<file path="src/rtl/sd_spi_pkg.sv">
// Shared constants and state encoding for the SPI-mode SD card responder.
package sd_spi_pkg;

   localparam logic [5:0] CMD0  = 6'd0;
   localparam logic [5:0] CMD8  = 6'd8;
   localparam logic [5:0] CMD17 = 6'd17;
   localparam logic [5:0] CMD41 = 6'd41;
   localparam logic [5:0] CMD55 = 6'd55;
   localparam logic [5:0] CMD58 = 6'd58;

   localparam logic [7:0] R1_IDLE    = 8'h01;
   localparam logic [7:0] R1_ILLEGAL = 8'h04;
   localparam logic [7:0] DATA_TOKEN = 8'hFE;

   typedef enum logic [3:0] {
      ST_WAIT_CMD,
      ST_CMD_ARG,
      ST_NCR,
      ST_R1,
      ST_TAIL,
      ST_TOKEN_GAP,
      ST_TOKEN,
      ST_DATA,
      ST_CRC
   } state_t;

endpackage

</file>
<file path="src/rtl/sd_spi_responder_if.sv">
// SD/SPI link plus backing-memory port; the card side uses the slave modport.
interface sd_spi_responder_if;

   logic        SD_CLK;
   logic        SD_CS;
   logic        SD_MOSI;
   logic        SD_MISO;
   logic [31:0] oMemAddr;
   logic [7:0]  iMemData;
   logic        oBusy;
   logic [5:0]  oLastCmd;

   modport master (
      output SD_CLK, SD_CS, SD_MOSI, iMemData,
      input  SD_MISO, oMemAddr, oBusy, oLastCmd
   );

   modport slave (
      input  SD_CLK, SD_CS, SD_MOSI, iMemData,
      output SD_MISO, oMemAddr, oBusy, oLastCmd
   );

endinterface

</file>
<file path="src/rtl/spi_slave_byte.sv">
// Oversampling SPI mode-0 byte engine: synchronises the host pins, shifts
// bytes in on SCLK rise and out on SCLK fall, and flags byte boundaries.
module spi_slave_byte (
   input  logic       clk,
   input  logic       reset,
   input  logic       sd_clk,
   input  logic       sd_cs,
   input  logic       sd_mosi,
   input  logic [7:0] tx_byte,
   output logic       miso,
   output logic [7:0] rx_byte,
   output logic       rx_valid,
   output logic       tx_load,
   output logic       cs_high
);

   logic [1:0] clk_sync;
   logic [1:0] cs_sync;
   logic [1:0] mosi_sync;
   logic       clk_prev;
   logic       cs_prev;
   logic [2:0] bit_cnt;
   logic [7:0] rx_shift;
   logic [7:0] tx_shift;
   logic       sclk_rise;
   logic       sclk_fall;
   logic       cs_fall;

   always_ff @(posedge clk) begin
      if (reset) begin
         clk_sync  <= 2'b00;
         cs_sync   <= 2'b11;
         mosi_sync <= 2'b00;
         clk_prev  <= 1'b0;
         cs_prev   <= 1'b1;
      end else begin
         clk_sync  <= {clk_sync[0], sd_clk};
         cs_sync   <= {cs_sync[0], sd_cs};
         mosi_sync <= {mosi_sync[0], sd_mosi};
         clk_prev  <= clk_sync[1];
         cs_prev   <= cs_sync[1];
      end
   end

   // A new transmit byte starts on CS fall, or on the first fall after bit 0.
   always_comb begin
      cs_high   = cs_sync[1];
      sclk_rise = clk_sync[1] & ~clk_prev;
      sclk_fall = ~clk_sync[1] & clk_prev;
      cs_fall   = ~cs_sync[1] & cs_prev;
      tx_load   = ~cs_sync[1] & (cs_fall | (sclk_fall & (bit_cnt == 3'd0)));
   end

   always_ff @(posedge clk) begin
      if (reset) begin
         bit_cnt  <= 3'd0;
         rx_shift <= 8'h00;
         tx_shift <= 8'hFF;
         miso     <= 1'b1;
         rx_byte  <= 8'h00;
         rx_valid <= 1'b0;
      end else begin
         rx_valid <= 1'b0;
         if (cs_sync[1]) begin
            bit_cnt  <= 3'd0;
            tx_shift <= 8'hFF;
            miso     <= 1'b1;
         end else begin
            if (sclk_rise) begin
               rx_shift <= {rx_shift[6:0], mosi_sync[1]};
               bit_cnt  <= bit_cnt + 3'd1;
               if (bit_cnt == 3'd7) begin
                  rx_byte  <= {rx_shift[6:0], mosi_sync[1]};
                  rx_valid <= 1'b1;
               end
            end
            if (tx_load) begin
               tx_shift <= tx_byte;
               miso     <= tx_byte[7];
            end else if (sclk_fall) begin
               tx_shift <= {tx_shift[6:0], 1'b1};
               miso     <= tx_shift[6];
            end
         end
      end
   end

endmodule

</file>
<file path="src/rtl/sd_spi_responder.sv">
// SPI-mode SD card emulator: decodes command frames, answers the init
// subset and streams single-block reads from a byte-wide memory port.
module sd_spi_responder
   import sd_spi_pkg::*;
#(
   parameter int          BLOCK_BYTES = 512,
   parameter int          NCR_BYTES   = 1,
   parameter logic [31:0] OCR_VALUE   = 32'hC0FF8000
) (
   input logic                iCLK,
   input logic                Reset,
   sd_spi_responder_if.slave  bus
);

   logic [7:0]  rx_byte;
   logic        rx_valid;
   logic        tx_load;
   logic        cs_high;
   logic        miso;
   logic [7:0]  tx_byte;

   state_t      state;
   state_t      state_next;
   logic        frame_done;
   logic [15:0] cnt;
   logic [5:0]  cmd_idx;
   logic [31:0] arg;
   logic [7:0]  r1;
   logic [31:0] tail;
   logic        has_tail;
   logic        has_data;
   logic        idle_flag;
   logic        app_flag;
   logic [31:0] mem_addr;
   logic        busy;
   logic [5:0]  last_cmd;
   logic [7:0]  idle_r1;

   spi_slave_byte u_byte (
      .clk      (iCLK),
      .reset    (Reset),
      .sd_clk   (bus.SD_CLK),
      .sd_cs    (bus.SD_CS),
      .sd_mosi  (bus.SD_MOSI),
      .tx_byte  (tx_byte),
      .miso     (miso),
      .rx_byte  (rx_byte),
      .rx_valid (rx_valid),
      .tx_load  (tx_load),
      .cs_high  (cs_high)
   );

   assign bus.SD_MISO  = miso;
   assign bus.oMemAddr = mem_addr;
   assign bus.oBusy    = busy;
   assign bus.oLastCmd = last_cmd;
   assign idle_r1      = {7'b0, idle_flag};

   // Every transition happens at a received-byte boundary; the byte the next
   // slot transmits is then chosen from the new state.
   always_comb begin
      state_next = state;
      frame_done = 1'b0;
      tx_byte    = 8'hFF;
      if (rx_valid) begin
         case (state)
            ST_WAIT_CMD:  if (rx_byte[7:6] == 2'b01) state_next = ST_CMD_ARG;
            ST_CMD_ARG:   if (cnt == 16'd4) begin
                             state_next = ST_NCR;
                             frame_done = ~cs_high;
                          end
            ST_NCR:       if (cnt == 16'(NCR_BYTES - 1)) state_next = ST_R1;
            ST_R1:        state_next = has_tail ? ST_TAIL :
                                       has_data ? ST_TOKEN_GAP : ST_WAIT_CMD;
            ST_TAIL:      if (cnt == 16'd3) state_next = ST_WAIT_CMD;
            ST_TOKEN_GAP: state_next = ST_TOKEN;
            ST_TOKEN:     state_next = ST_DATA;
            ST_DATA:      if (cnt == 16'(BLOCK_BYTES - 1)) state_next = ST_CRC;
            ST_CRC:       if (cnt == 16'd1) state_next = ST_WAIT_CMD;
            default:      state_next = ST_WAIT_CMD;
         endcase
      end
      if (cs_high) state_next = ST_WAIT_CMD;
      case (state)
         ST_R1:    tx_byte = r1;
         ST_TAIL:  tx_byte = tail[31:24];
         ST_TOKEN: tx_byte = DATA_TOKEN;
         ST_DATA:  tx_byte = bus.iMemData;
         default:  tx_byte = 8'hFF;
      endcase
   end

   always_ff @(posedge iCLK) begin
      if (Reset) begin
         state    <= ST_WAIT_CMD;
         cnt      <= 16'd0;
         busy     <= 1'b0;
      end else begin
         state    <= state_next;
         busy     <= !(state_next inside {ST_WAIT_CMD, ST_CMD_ARG});
         if (state_next != state) cnt <= 16'd0;
         else if (rx_valid)       cnt <= cnt + 16'd1;
      end
   end

   // Command decode: R1 reflects idle_flag as it was before this command.
   always_ff @(posedge iCLK) begin
      if (Reset) begin
         cmd_idx   <= 6'd0;
         arg       <= 32'd0;
         r1        <= 8'hFF;
         tail      <= 32'd0;
         has_tail  <= 1'b0;
         has_data  <= 1'b0;
         idle_flag <= 1'b1;
         app_flag  <= 1'b0;
         mem_addr  <= 32'd0;
         last_cmd  <= 6'd0;
      end else begin
         if (state == ST_WAIT_CMD && state_next == ST_CMD_ARG)
            cmd_idx <= rx_byte[5:0];
         if (rx_valid && state == ST_CMD_ARG && cnt < 16'd4)
            arg <= {arg[23:0], rx_byte};
         if (rx_valid && state == ST_TAIL)
            tail <= {tail[23:0], 8'hFF};
         if (tx_load && state == ST_DATA)
            mem_addr <= mem_addr + 32'd1;
         if (frame_done) begin
            last_cmd <= cmd_idx;
            r1       <= idle_r1 | R1_ILLEGAL;
            has_tail <= 1'b0;
            has_data <= 1'b0;
            app_flag <= 1'b0;
            case (cmd_idx)
               CMD0: begin
                  r1        <= R1_IDLE;
                  idle_flag <= 1'b1;
               end
               CMD8: begin
                  r1       <= idle_r1;
                  tail     <= {16'h0000, (arg[11:8] == 4'h1) ? 8'h01 : 8'h00, arg[7:0]};
                  has_tail <= 1'b1;
               end
               CMD55: begin
                  r1       <= idle_r1;
                  app_flag <= 1'b1;
               end
               CMD41: if (app_flag) begin
                  r1        <= idle_r1;
                  idle_flag <= 1'b0;
               end
               CMD58: begin
                  r1       <= idle_r1;
                  tail     <= OCR_VALUE;
                  has_tail <= 1'b1;
               end
               CMD17: if (!idle_flag) begin
                  r1       <= 8'h00;
                  has_data <= 1'b1;
                  mem_addr <= arg * 32'(BLOCK_BYTES);
               end
               default: ;
            endcase
         end
      end
   end

endmodule

</file>
<file path="src/flat_wrapper.sv">
// flat-port wrapper written by rule: the top's interface ports become plain ports
module sd_spi_responder_flat import sd_spi_pkg::*;
#(
   parameter int          BLOCK_BYTES = 512,
   parameter int          NCR_BYTES   = 1,
   parameter logic [31:0] OCR_VALUE   = 32'hC0FF8000
)
  (iCLK, Reset, bus_SD_CLK, bus_SD_CS, bus_SD_MOSI, bus_iMemData, bus_SD_MISO, bus_oMemAddr, bus_oBusy, bus_oLastCmd);
  sd_spi_responder_if bus_i ();
  input logic iCLK;
  input logic Reset;
  input wire logic [$bits(bus_i.SD_CLK)-1:0] bus_SD_CLK;
  input wire logic [$bits(bus_i.SD_CS)-1:0] bus_SD_CS;
  input wire logic [$bits(bus_i.SD_MOSI)-1:0] bus_SD_MOSI;
  input wire logic [$bits(bus_i.iMemData)-1:0] bus_iMemData;
  output wire logic [$bits(bus_i.SD_MISO)-1:0] bus_SD_MISO;
  output wire logic [$bits(bus_i.oMemAddr)-1:0] bus_oMemAddr;
  output wire logic [$bits(bus_i.oBusy)-1:0] bus_oBusy;
  output wire logic [$bits(bus_i.oLastCmd)-1:0] bus_oLastCmd;
  assign bus_i.SD_CLK = bus_SD_CLK;
  assign bus_i.SD_CS = bus_SD_CS;
  assign bus_i.SD_MOSI = bus_SD_MOSI;
  assign bus_i.iMemData = bus_iMemData;
  assign bus_SD_MISO = bus_i.SD_MISO;
  assign bus_oMemAddr = bus_i.oMemAddr;
  assign bus_oBusy = bus_i.oBusy;
  assign bus_oLastCmd = bus_i.oLastCmd;
  sd_spi_responder #(.BLOCK_BYTES(BLOCK_BYTES), .NCR_BYTES(NCR_BYTES), .OCR_VALUE(OCR_VALUE)) u_core (.iCLK(iCLK), .Reset(Reset), .bus(bus_i));
endmodule
</file>
<file path="config.mk">
export PLATFORM = sky130hd
export DESIGN_NAME = sd_spi_responder_flat
export DESIGN_NICKNAME = d
export VERILOG_FILES = /design/src/rtl/sd_spi_pkg.sv /design/src/rtl/sd_spi_responder_if.sv /design/src/rtl/spi_slave_byte.sv /design/src/rtl/sd_spi_responder.sv /design/src/flat_wrapper.sv
export SDC_FILE = /design/constraint.sdc
export NUM_CORES = 1
export LEC_CHECK = 0
export BUFFER_PORTS_ARGS = -buffer_cell sky130_fd_sc_hd__buf_2
export CAP_MARGIN = 0
export CORE_MARGIN = 10
export CORE_UTILIZATION = 54
export DETAILED_ROUTE_END_ITERATION = 8
export PLACE_DENSITY = 0.8
export SKIP_CTS_REPAIR_TIMING = 1
export SYNTH_ARGS = -nofsm -noshare
export SYNTH_HDL_FRONTEND = slang
export SYNTH_SLANG_ARGS = --single-unit
</file>
<file path="constraint.sdc">
create_clock -name iCLK -period 2.5 [get_ports iCLK]
set_input_delay 0.5 -clock iCLK [delete_from_list [all_inputs] [get_ports iCLK]]
set_output_delay 0.5 -clock iCLK [all_outputs]
set_load 0.01 [all_outputs]
</file>
Word-level counts from Yosys, hierarchy flattened
Index checks and enable logic that the tools add are counted.
Widths: inputs -> output; s select.

word-level totals
  register bits after elaboration = 167
  word-level logic and storage cells = 120
  output and inout bits = 40

cells by class
  equality and inequality tests = 23
  bitwise operators = 10
  $lt $le $gt $ge = 1
  muxes and demuxes = 37
  reductions and logical operators = 22
  $add $sub $neg = 3

operators with widths
  operator               count
  $mux 32                6
  $pmux 32 s2            1
  $pmux 8 s4             2
  $mux 4                 9
  $pmux 4 s9             1
  $add 32x1->32 const B  1
  $eq 6x6->1 const B     3
  $add 16x1->16 const B  1
  $eq 16x1->1 const B    1
  $eq 16x2->1 const B    1
  $eq 16x3->1 const B    1
  $eq 16x9->1 const B    1
  $eq 4x3->1 const B     4
  $logic_not 16->1       1
  $lt 16x3->1 const B    1
  $mux 7                 2
  $eq 4x1->1 const B     3
  $mux 1                 12
  $mux 3                 3
  $eq 4x2->1 const B     2
  $logic_not 4->1        2
  $eq 6x4->1 const B     1
  $eq 6x5->1 const B     1
  $logic_not 6->1        1
  other kinds (18)       35

Longest topological paths before layout
  word-level depth = 10
  mapped depth = 10

Hierarchy
Synthesis repeated with hierarchy kept, for this count alone.

unflattened totals
  cell total of the unflattened synthesis = 917
  area total of the unflattened synthesis = 7432.1 um^2

by module, submodules not included
  module            sequential area each (um^2)  instances  area each (um^2)  cells an instance
  sd_spi_responder  2542.4                       1          6050.8            767
  spi_slave_byte    700.7                        1          1381.3            150

Worst setup path before layout
Ideal clock, no wire load.

  path type = flip-flop to flip-flop
  start point = register u_core.cnt[5]
  end point = register u_core.mem_addr[15], in the netlist u_core.bus.oMemAddr[15]
  data arrival time = 2.363 ns
  data required time = 2.354 ns
  path slack = -0.009 ns
  clock period less this slack = 2.509 ns
  library setup time = 0.146 ns
  stages on the path, launching flop included = 10
  buffers on the path = 3
  path through = dfxtp_1 nor4_4 nand4_2 or4_1 buf_2 or3_4 buf_6 buf_2 nor2_1 a211oi_2

between the ends
  word-level cells in the longest chain between the ends = 5

RTL lines
  element                   RTL line                 text
  start: declaration        sd_spi_responder.sv:25   logic [15:0] cnt;
  start signal: assignment  sd_spi_responder.sv:102  else if (rx_valid) cnt <= cnt + 16'd1;
  $eq 16x3->1               sd_spi_responder.sv:68   ST_CMD_ARG: if (cnt == 16'd4) begin
  $mux 1                    sd_spi_responder.sv:68
  $mux 1                    sd_spi_responder.sv:66   case (state)
  $mux 1                    sd_spi_responder.sv:65   if (rx_valid) begin
  $mux 32                   sd_spi_responder.sv:128  if (frame_done) begin
  end signal: assignment    sd_spi_responder.sv:127  mem_addr <= mem_addr + 32'd1;
  end signal: assignment    sd_spi_responder.sv:160  mem_addr <= arg * 32'(BLOCK_BYTES);
  end: declaration          sd_spi_responder.sv:34   logic [31:0] mem_addr;

Every way passes these cells.
A chain may end at the register's enable or synchronous reset.

Worst setup path in the final report
  start point = register u_core.cnt[9]
  end point = register u_core.cnt[3]

between the ends
  word-level cells in the longest chain between the ends = 7
  elaborated cells on any way between the ends = 15

RTL lines
  element                                    RTL line                 text
  $eq 16x1->1, or another cell as far along  sd_spi_responder.sv:79   ST_CRC: if (cnt == 16'd1) state_next = ST_WAIT_CMD;
  $mux 4 (on tied branches)                  n/a
  $pmux 4 s9 (*)                             sd_spi_responder.sv:66
  $mux 4 (*)                                 sd_spi_responder.sv:65
  $mux 4 (*)                                 sd_spi_responder.sv:83   if (cs_high) state_next = ST_WAIT_CMD;
  $ne 4x4->1 (*)                             sd_spi_responder.sv:101  if (state_next != state) cnt <= 16'd0;
  $reduce_or 2->1 (no source line) (*)       n/a

Every way passes the cells marked *; elsewhere a longest branch is shown, timed or not.

==> impl_metrics.yaml <==
place:
  placedCellCount: 1064
  dp_hpwl_um: 11800
  gp_congestion: 0.894
  portBuffers: 52
  place_area_um2: 7800
  dp_slack_ns: 0.0584
power_and_ir_drop:
  power_uw: 5180
  p_leak_uw: 0.00300
  comb_power_share_pct: 1.7
  ir_drop_uv: 546
  powerDensity_nw_per_um2: 610
  p_seq_share_pct: 50.0
  power.clock.fraction_pct: 48.3
  internal_power_uw: 4120
  swShare_pct: 20.6
  switching_power_uw: 1070
clock_tree:
  htreeDepth: 4
  clk_pin_slew_worst_paths_ns: 0.06
  cts_tree: "yes"
  cts-root-buf: "clkbuf_16"
  clock_latency_ns: 0.43
  cts.path.max_buffers: 2
  clock_sinks: 162
  cts_buffers: 17
floorplan:
  dieArea_um2: 18500
  start_util_pct: 55.0
  io_pins: 53
  std_cell_rows: 42
  coreArea_um2: 13200
  die_w_um: 136
  dieHeight_um: 136
yosys:
  yosys_register_bits: 162
  synth_cell_types: 57
  ys_top_cells_by_count: "dfxtp_1 (162), nand2_1 (139), a21oi_1 (91)"
  ys.flop_type: "dfxtp_1"
  synth.avg_cell_area_um2: 8.50
  synth_most_common_cell: "dfxtp_1"
  yosys-top-cells-area: "dfxtp_1 (45%), nand2_1 (7.2%), a21oi_1 (6.3%)"
  synth_area_leader_cell: "dfxtp_1"
  syn_nets: 873
  yosysWarnings: 0
  synthArstFlopShare_pct: 0
  synth_seq_area_share_pct: 44.7
  synth_edf_count: 0
  netlist.area_leader.share_pct: 44.7
  netlist_instances: 853
  syn-cell-area_um2: 7250
routing:
  ant_nets: 0
  via_per_inst: 5.65
  vias: 6188
  routedWlPerCell_um: 15.8
  routed_wirelength_um: 17300
  drtIter0Drc: 550
  drt_pass1_iterations: 6
  drcViolationCount: 0
worst_setup_path:
  ff2ff_path_depth: 7
  crit_path_start: "u_core.cnt[9]$_SDFFE_PP0P_"
  crit_arrival_ns: 2.80
  critPathCaptureType: "flip-flop"
  r2r-start: "u_core.cnt[9]$_SDFFE_PP0P_"
  critPathLaunchType: "flip-flop"
  crit_type: "flip-flop to flip-flop"
  worst-path-max-fanout: 8
  required_ns: 2.82
grt:
  grt_pass1_wl_um: 28200
  grt_pass1_vias: 5722
  grt_max_degree: 53
  antenna_found_initial: 0
  grtUsageTotal_pct: 18.7
  overflow: 0
timing:
  worst_slack_ns: 0.0221
  drv_slew: 0
  maxSlewHeadroom_pct: 60.5
  fmax_mhz: 404
  setup_viol: 0
  finalCriticalPeriod_ns: 2.48
  finClkSkew_ns: 0.00813
  hold_viol: 0
  fin_crit_sh_pct: 99.1
  worstMarginPinSlew_ns: 0.588
cells_and_area:
  nNetsFinal: 928
  antennaDiodeCount: 0
  drive_gt1_share_pct: 20.2
  regArea_um2: 3250
  utilization_pct: 64.4
  stdcell_count: 1096
  multi_input_area_um2: 3770
  fin_area_um2: 8500
  n_fill_cell: 1060
  area_growth_syn_to_layout_pct: 17.3
min_path:
  holdPathStages: 2
  hp-class: "input pin to flip-flop"
  hp-start: "bus_SD_CS"
outcome:
  status: "finished, final reports clean"
job:
  cap_violations: 0
## power groups by stage
stage	sequential, µW	combinational [µW]	clock, µW
after CTS	2590	81.6	2530
after global placement	2650	80.8	0
after floorplan	2650	57.5	0
final	2590	90.3	2500
after global routing	2590	97.4	2660
after detailed placement	2650	81.0	0
## sequential cells by signal, indices dropped and copies added, names as in the netlist, 2 cells and up
register / flops
u_core.bus.oMemAddr: 32
u_core.tail: 32
u_core.arg: 23
u_core.cnt: 16
u_core.u_byte.rx_byte: 8
u_core.u_byte.rx_shift: 7
u_core.u_byte.tx_shift: 7
u_core.bus.oLastCmd: 6
u_core.cmd_idx: 6
u_core.state: 4
u_core.r1: 3
u_core.u_byte.bit_cnt: 3
u_core.u_byte.clk_sync: 2
u_core.u_byte.cs_sync: 2
u_core.u_byte.mosi_sync: 2
## through the flow
step	hold slack, ns	setup TNS [ns]
CTS	0.244	0
finish	0.256	0
global placement	0.417	0
detailed placement	0.415	0
floorplan	0.389	0
global route	0.236	-0.0373
## routing by layer
metal | global-route usage, % | part of all wire [%] | up-vias
li1 | - | - | 3059
met1 | 23.0 | 43 | 2949
met2 | 31.3 | 50 | 148
met3 | 4.65 | 4.3 | 32
met4 | 6.45 | 1.9 | 0
met5 | 0 | 0 | -
## worst max-delay path, stage by stage, from the launching register on
cell and delay, ns:
dfxtp_1 0.43, nor3_2 0.09, and4_1 0.23, a2111oi_1 0.46, o21ai_0 0.17, or4_4 0.59, buf_8 0.17, nor3_1 0.24
## cell families after synthesis
family                   Yosys count  synth area share [%]
AND/OR/NAND/NOR                  364                  24.3
AO/OA/AOI/OAI                    167                  15.5
flip-flops                       162                  44.7
buffers and inverters             78                  4.54
XOR/XNOR                          47                  5.68
multiplexers                      28                  4.07
adder cells (fa/ha/maj)            7                  1.21
## final cells by class
class / count / area share, %
multi-input combinational: 613 / 44.4
sequential: 162 / 38.2
timing repair buffer: 92 / 7.07
clock buffer: 24 / 5.90
tap: 176 / 2.59
inverter: 22 / 0.971
clock inverter: 7 / 0.868
## placed cells by master, fill, tap and decap left out, types with 15 or more instances in the layout
cell type,instances
dfxtp_1,157
nand2_1,139
a21oi_1,91
nor2_1,76
buf_2,51
buf_4,38
xnor2_1,32
nor3_1,31
inv_1,22
a211oi_2,19
clkbuf_16,18
nand3_1,17
nand2b_1,16
mux2i_1,16
o21ai_0,15
xor2_1,15
## final timing paths
kind / endpoint / slack (ns)
worst max-delay path: u_core.cnt[3]$_SDFFE_PP0P_ / 0.02
worst min-delay path: u_core.u_byte.cs_sync[0]$_SDFF_PP1_ / 0.26
worst max register to register: u_core.cnt[3]$_SDFFE_PP0P_ / 0.02
worst min register to register: u_core.u_byte.cs_sync[1]$_SDFF_PP1_ / 0.42
No activity file was read; power rests on OpenSTA's default activity.
